**src/rtl/branch_target_buffer.sv**
```systemverilog
// Direct-mapped branch target buffer: combinational lookup by fetch PC and
// registered updates from resolved branches, with a 2-bit direction counter per entry.
module branch_target_buffer #(
  parameter int unsigned NR_ENTRIES = 8,
  parameter int unsigned PC_OFFSET  = 2
) (
  input  logic         clk_i,
  input  logic         rst_ni,
  input  logic         flush_i,
  input  logic [63:0]  vpc_i,
  output logic [66:0]  branch_predict_o,
  input  logic [132:0] resolved_branch_i
);

  localparam int unsigned INDEX_BITS = $clog2(NR_ENTRIES);

  logic [63:0] upd_pc;
  logic [63:0] upd_target;
  logic        upd_mispredict;
  logic        upd_taken;
  logic        upd_lower_16;
  logic        upd_valid;
  logic        upd_clear;

  assign {upd_pc, upd_target, upd_mispredict, upd_taken,
          upd_lower_16, upd_valid, upd_clear} = resolved_branch_i;

  // The mispredict flag carries no weight in the update rule.
  logic unused_mispredict;
  assign unused_mispredict = upd_mispredict;

  logic [NR_ENTRIES-1:0] valid_q;
  logic [63:0]           pc_q     [NR_ENTRIES];
  logic [63:0]           target_q [NR_ENTRIES];
  logic [NR_ENTRIES-1:0] lower_16_q;
  logic [1:0]            cnt_q    [NR_ENTRIES];

  logic [INDEX_BITS-1:0] lu_idx;
  logic [INDEX_BITS-1:0] up_idx;
  logic                  lu_hit;
  logic                  up_hit;

  assign lu_idx = vpc_i[PC_OFFSET +: INDEX_BITS];
  assign up_idx = upd_pc[PC_OFFSET +: INDEX_BITS];
  assign lu_hit = valid_q[lu_idx] && (pc_q[lu_idx] == vpc_i);
  assign up_hit = valid_q[up_idx] && (pc_q[up_idx] == upd_pc);

  function automatic logic [1:0] sat_inc(input logic [1:0] c);
    return (c == 2'b11) ? c : c + 2'b01;
  endfunction

  function automatic logic [1:0] sat_dec(input logic [1:0] c);
    return (c == 2'b00) ? c : c - 2'b01;
  endfunction

  // Lookup: reads the stored state only, so a same-cycle update is not visible.
  always_comb begin
    branch_predict_o = '0;
    if (lu_hit) begin
      branch_predict_o = {target_q[lu_idx], cnt_q[lu_idx][1], lower_16_q[lu_idx], 1'b1};
    end
  end

  // Update: flush beats any update; clear beats the normal write.
  always_ff @(posedge clk_i or negedge rst_ni) begin
    if (!rst_ni) begin
      valid_q    <= '0;
      lower_16_q <= '0;
      for (int i = 0; i < int'(NR_ENTRIES); i++) begin
        pc_q[i]     <= '0;
        target_q[i] <= '0;
        cnt_q[i]    <= 2'b01;
      end
    end else if (flush_i) begin
      valid_q <= '0;
      for (int i = 0; i < int'(NR_ENTRIES); i++) begin
        cnt_q[i] <= 2'b01;
      end
    end else if (upd_valid) begin
      if (upd_clear) begin
        valid_q[up_idx] <= 1'b0;
        cnt_q[up_idx]   <= 2'b01;
      end else if (up_hit) begin
        cnt_q[up_idx]      <= upd_taken ? sat_inc(cnt_q[up_idx]) : sat_dec(cnt_q[up_idx]);
        target_q[up_idx]   <= upd_target;
        lower_16_q[up_idx] <= upd_lower_16;
      end else begin
        valid_q[up_idx]    <= 1'b1;
        pc_q[up_idx]       <= upd_pc;
        target_q[up_idx]   <= upd_target;
        lower_16_q[up_idx] <= upd_lower_16;
        cnt_q[up_idx]      <= upd_taken ? 2'b10 : 2'b01;
      end
    end
  end

endmodule

```
**config.mk**
```make
export PLATFORM = sky130hd
export DESIGN_NAME = branch_target_buffer
export DESIGN_NICKNAME = d
export VERILOG_FILES = /design/src/rtl/branch_target_buffer.sv
export SDC_FILE = /design/constraint.sdc
export NUM_CORES = 2
export LEC_CHECK = 0
export BUFFER_PORTS_ARGS = -buffer_cell sky130_fd_sc_hd__buf_2
export CAP_MARGIN = 10
export CORE_MARGIN = 1
export CORE_UTILIZATION = 45
export CTS_CLUSTER_DIAMETER = 100
export CTS_CLUSTER_SIZE = 20
export DETAILED_ROUTE_END_ITERATION = 12
export PLACE_DENSITY = 0.71
export SLEW_MARGIN = 20
export SYNTH_ARGS = -nofsm -noshare
export SYNTH_HDL_FRONTEND = slang
export SYNTH_SLANG_ARGS = --single-unit
```
**constraint.sdc**
```tcl
create_clock -name clk_i -period 12.4 [get_ports clk_i]
set_input_delay 1.86 -clock clk_i [delete_from_list [all_inputs] [get_ports clk_i]]
set_output_delay 1.86 -clock clk_i [all_outputs]
set_load 0.05 [all_outputs]
```
==> impl_metrics.json <==
{
  "viasPerCell": 6.03,
  "critPathCaptureType": "primary output",
  "p_leak_nw": 25.5,
  "seqCellArea_um2": 26400,
  "synth.distinct_cells": 58,
  "clkTransAtPathRegs_ns": 0.08,
  "max_cap_violations": 0,
  "rrSetupSlack_ns": 7.40,
  "setup_violations": 0,
  "async_flop_share_pct": 100,
  "status": "complete, no violations",
  "post_synth_most_frequent_cells": "1,048 x dfrtp_1, 958 x mux2_2, 308 x mux4_2, 268 x mux2i_1, 237 x nand2_1",
  "worstHoldPathType": "register to register",
  "timing.rr.end": "pc_q[42]",
  "fin_cells": 5277,
  "vias": 31800,
  "synth_nets": 3848,
  "min_period_ns": 8.79,
  "wl_per_cell_um": 25.8,
  "numCtsBuffers": 66,
  "synth_cells": 3648,
  "hold_end": "target_q[60]",
  "seqPwrFrac_pct": 52.8,
  "grt_max_degree": 182,
  "reg2reg_from": "pc_q[177]",
  "crit_fanout": 84,
  "grt_antenna_before_repair": 39,
  "cts_sinks": 1056,
  "io_buffers": 265,
  "cp.arrival_ns": 6.93,
  "met3_wirelength_um": 8250,
  "start_util_pct": 45.3,
  "fmax_ghz": 0.114,
  "wl_met2_um": 64400,
  "hold_depth": 2,
  "hold_violations": 0,
  "die_w_um": 344,
  "min-delay-start": "target_q[60]",
  "startpoint_type": "input pin",
  "met1_length_um": 59700,
  "p_int_w": 0.00614,
  "io_pins": 267,
  "skew_ns": 0.0415,
  "tightest_slew_ns": 1.14,
  "fill_cells": 10000,
  "critical-path-slowest-cell": "buf_4",
  "cts_setup_buffers": 0,
  "timing.final.max_slew_violations": 0,
  "fin_ws_ns": 3.61,
  "drt_iter0_drc": 2538,
  "rows": 125,
  "power_w": 0.00849,
  "gp_congestion": 0.818,
  "synth_area_leader_cell": "dfrtp_1",
  "cp.required_ns": 10.54,
  "synth_top_area_share_pct": 49.9,
  "wl_um": 136000,
  "power_density_nw_per_um2": 149,
  "power.net_switching_w": 0.00234,
  "place_hpwl_um": 80300,
  "root_buffer": "clkbuf_16",
  "layout_worst_path_cycle_share_pct": 70.9,
  "ys_seq_area_share_pct": 50.3,
  "reg2reg_depth": 12,
  "routed.top_layer": "met5",
  "p_comb_share_pct": 20.7,
  "fin_nets": 3919,
  "dp.cells": 5172,
  "fp.dieH_um": 344,
  "holdWs_ns": 0.474,
  "vdd_ir_drop_max_mv": 0.113,
  "syn_to_final_growth_pct": 8.55,
  "place_ws_ns": 3.46,
  "synth_edf_count": 0,
  "grt_pass1_vias": 32700,
  "criticalPathCategory": "input pin to primary output",
  "drc_errors": 0,
  "drive_gt1_share_pct": 45.9,
  "setup_tns_ns": 0,
  "overflow": 0,
  "ctsResizeCount": 0,
  "synth_area_leaders": "dfrtp_1 50%, mux2_2 21%, mux4_2 13%, mux2i_1 5.1%, nand2_1 1.7%",
  "hold_buffers": 0,
  "clock_latency_ns": 0.66,
  "cts_buffer_depth": 3,
  "switching_share_pct": 27.6,
  "grt_pass1_wl_um": 208000,
  "multi_input_area_um2": 24900,
  "relSlewSlack_pct": 24.1,
  "synth_seq_cells": 1056,
  "rsz0062_at_grt": "no",
  "ant_nets": 0,
  "syn_avg_cell_area_um2": 14.4,
  "synth_ff_type": "dfrtp_1",
  "dieArea_um2": 118000,
  "yosys_warnings": 0,
  "power_frac_clock_pct": 26.4,
  "crit_chain": "buf_8, buf_4, mux4_2, mux2i_1, xor2_1, nand4_1, nor4_1, nand4_1, buf_4, nor2_1, buf_2",
  "first_pass_iters": 6,
  "synth_most_common_cell": "dfrtp_1",
  "htreeDepth": 3,
  "netlist_area_um2": 52600,
  "grt_usage_pct": 23.2,
  "cts_tree": "yes",
  "slowest_delay_ns": 0.92,
  "core_area_um2": 116000
}
## how the worst max path moves through the flow
stage                   from              endpoint  cells after the start
finish              vpc_i[2]  branch_predict_o[58]                     11
detailed placement  vpc_i[2]  branch_predict_o[43]                     11
global route        vpc_i[2]  branch_predict_o[54]                     12
CTS                 vpc_i[2]  branch_predict_o[58]                     11
floorplan           vpc_i[2]  branch_predict_o[57]                     13
global placement    vpc_i[2]  branch_predict_o[43]                     11
## layer usage
layer / global-route usage (%) / up-vias
met1: 32.9 / 17200
met3: 4.68 / 214
met4: 7.06 / 26
met2: 36.1 / 784
li1: - / 13600
met5: 0 / -
## logic make-up (layout without fill, tap and decap cells)
| logic type | after synthesis | count (layout) | share of synthesized area, % |
|---|---|---|---|
| other cells | 0 | 15 | 0 |
| mux | 1556 | 1556 | 39.3 |
| simple gates | 445 | 445 | 3.78 |
| compound gates | 165 | 165 | 2.29 |
| buf+inv | 325 | 415 | 2.65 |
| xor+xnor | 101 | 101 | 1.68 |
| flops | 1056 | 1056 | 50.3 |
## stage by stage
step	utilization [%]	cell area, um^2
6_report	49.2	57100
5_1_grt	49.2	57000
4_1_cts	49.1	56900
3_5_place_dp	47.4	55000
3_3_place_gp	47.4	55000
2_1_floorplan	-	52600
## area by class of cell
cell class | count | share of cell area (%)
diodes | 15 | 0.0658
inverters | 10 | 0.0658
flip-flops and latches | 1056 | 46.3
clock inverters | 15 | 0.344
repair buffers | 318 | 3.30
multi-input cells | 2267 | 43.6
well taps | 1524 | 3.34
clock buffers | 72 | 2.99
## state kept, by name, indices dropped and copies added (netlist names)
signal,flops
cnt_q,16
lower_16_q,8
pc_q,512
target_q,512
valid_q,8
## layout by cell type, fill, tap and decap left out, types with 8 or more instances in the layout
master,n
a22oi_1,49
nand2_1,236
dfrtp_1,1048
mux2i_1,268
buf_4,47
nor4_1,8
clkbuf_16,67
mux4_2,308
o22ai_1,20
o21ai_0,12
nor2b_1,13
inv_1,9
a21oi_1,19
nand4_1,22
diode_2,15
xor2_1,75
nand3_1,13
nor2_1,81
or2_2,13
a32o_1,8
nor3_1,12
xnor2_1,26
nor2_4,17
buf_2,258
mux2_2,958
dfstp_2,8
a221oi_1,13
mux2_1,22
## critical path: cells and delay by family
kind / cells / cell delay, ns
simple gates: 4 / 1.36
buf+inv: 4 / 2.26
mux: 2 / 0.77
xor+xnor: 1 / 0.37
## power groups by stage
stage	Sequential, W	Combinational [W]	Clock, W
4_1_cts	0.00447	0.00177	0.00230
3_3_place_gp	0.00450	0.00171	0
2_1_floorplan	0.00441	0.00134	0
3_5_place_dp	0.00454	0.00176	0
6_report	0.00448	0.00176	0.00224
5_1_grt	0.00457	0.00190	0.00243
Power figures use the tool's default switching activity.
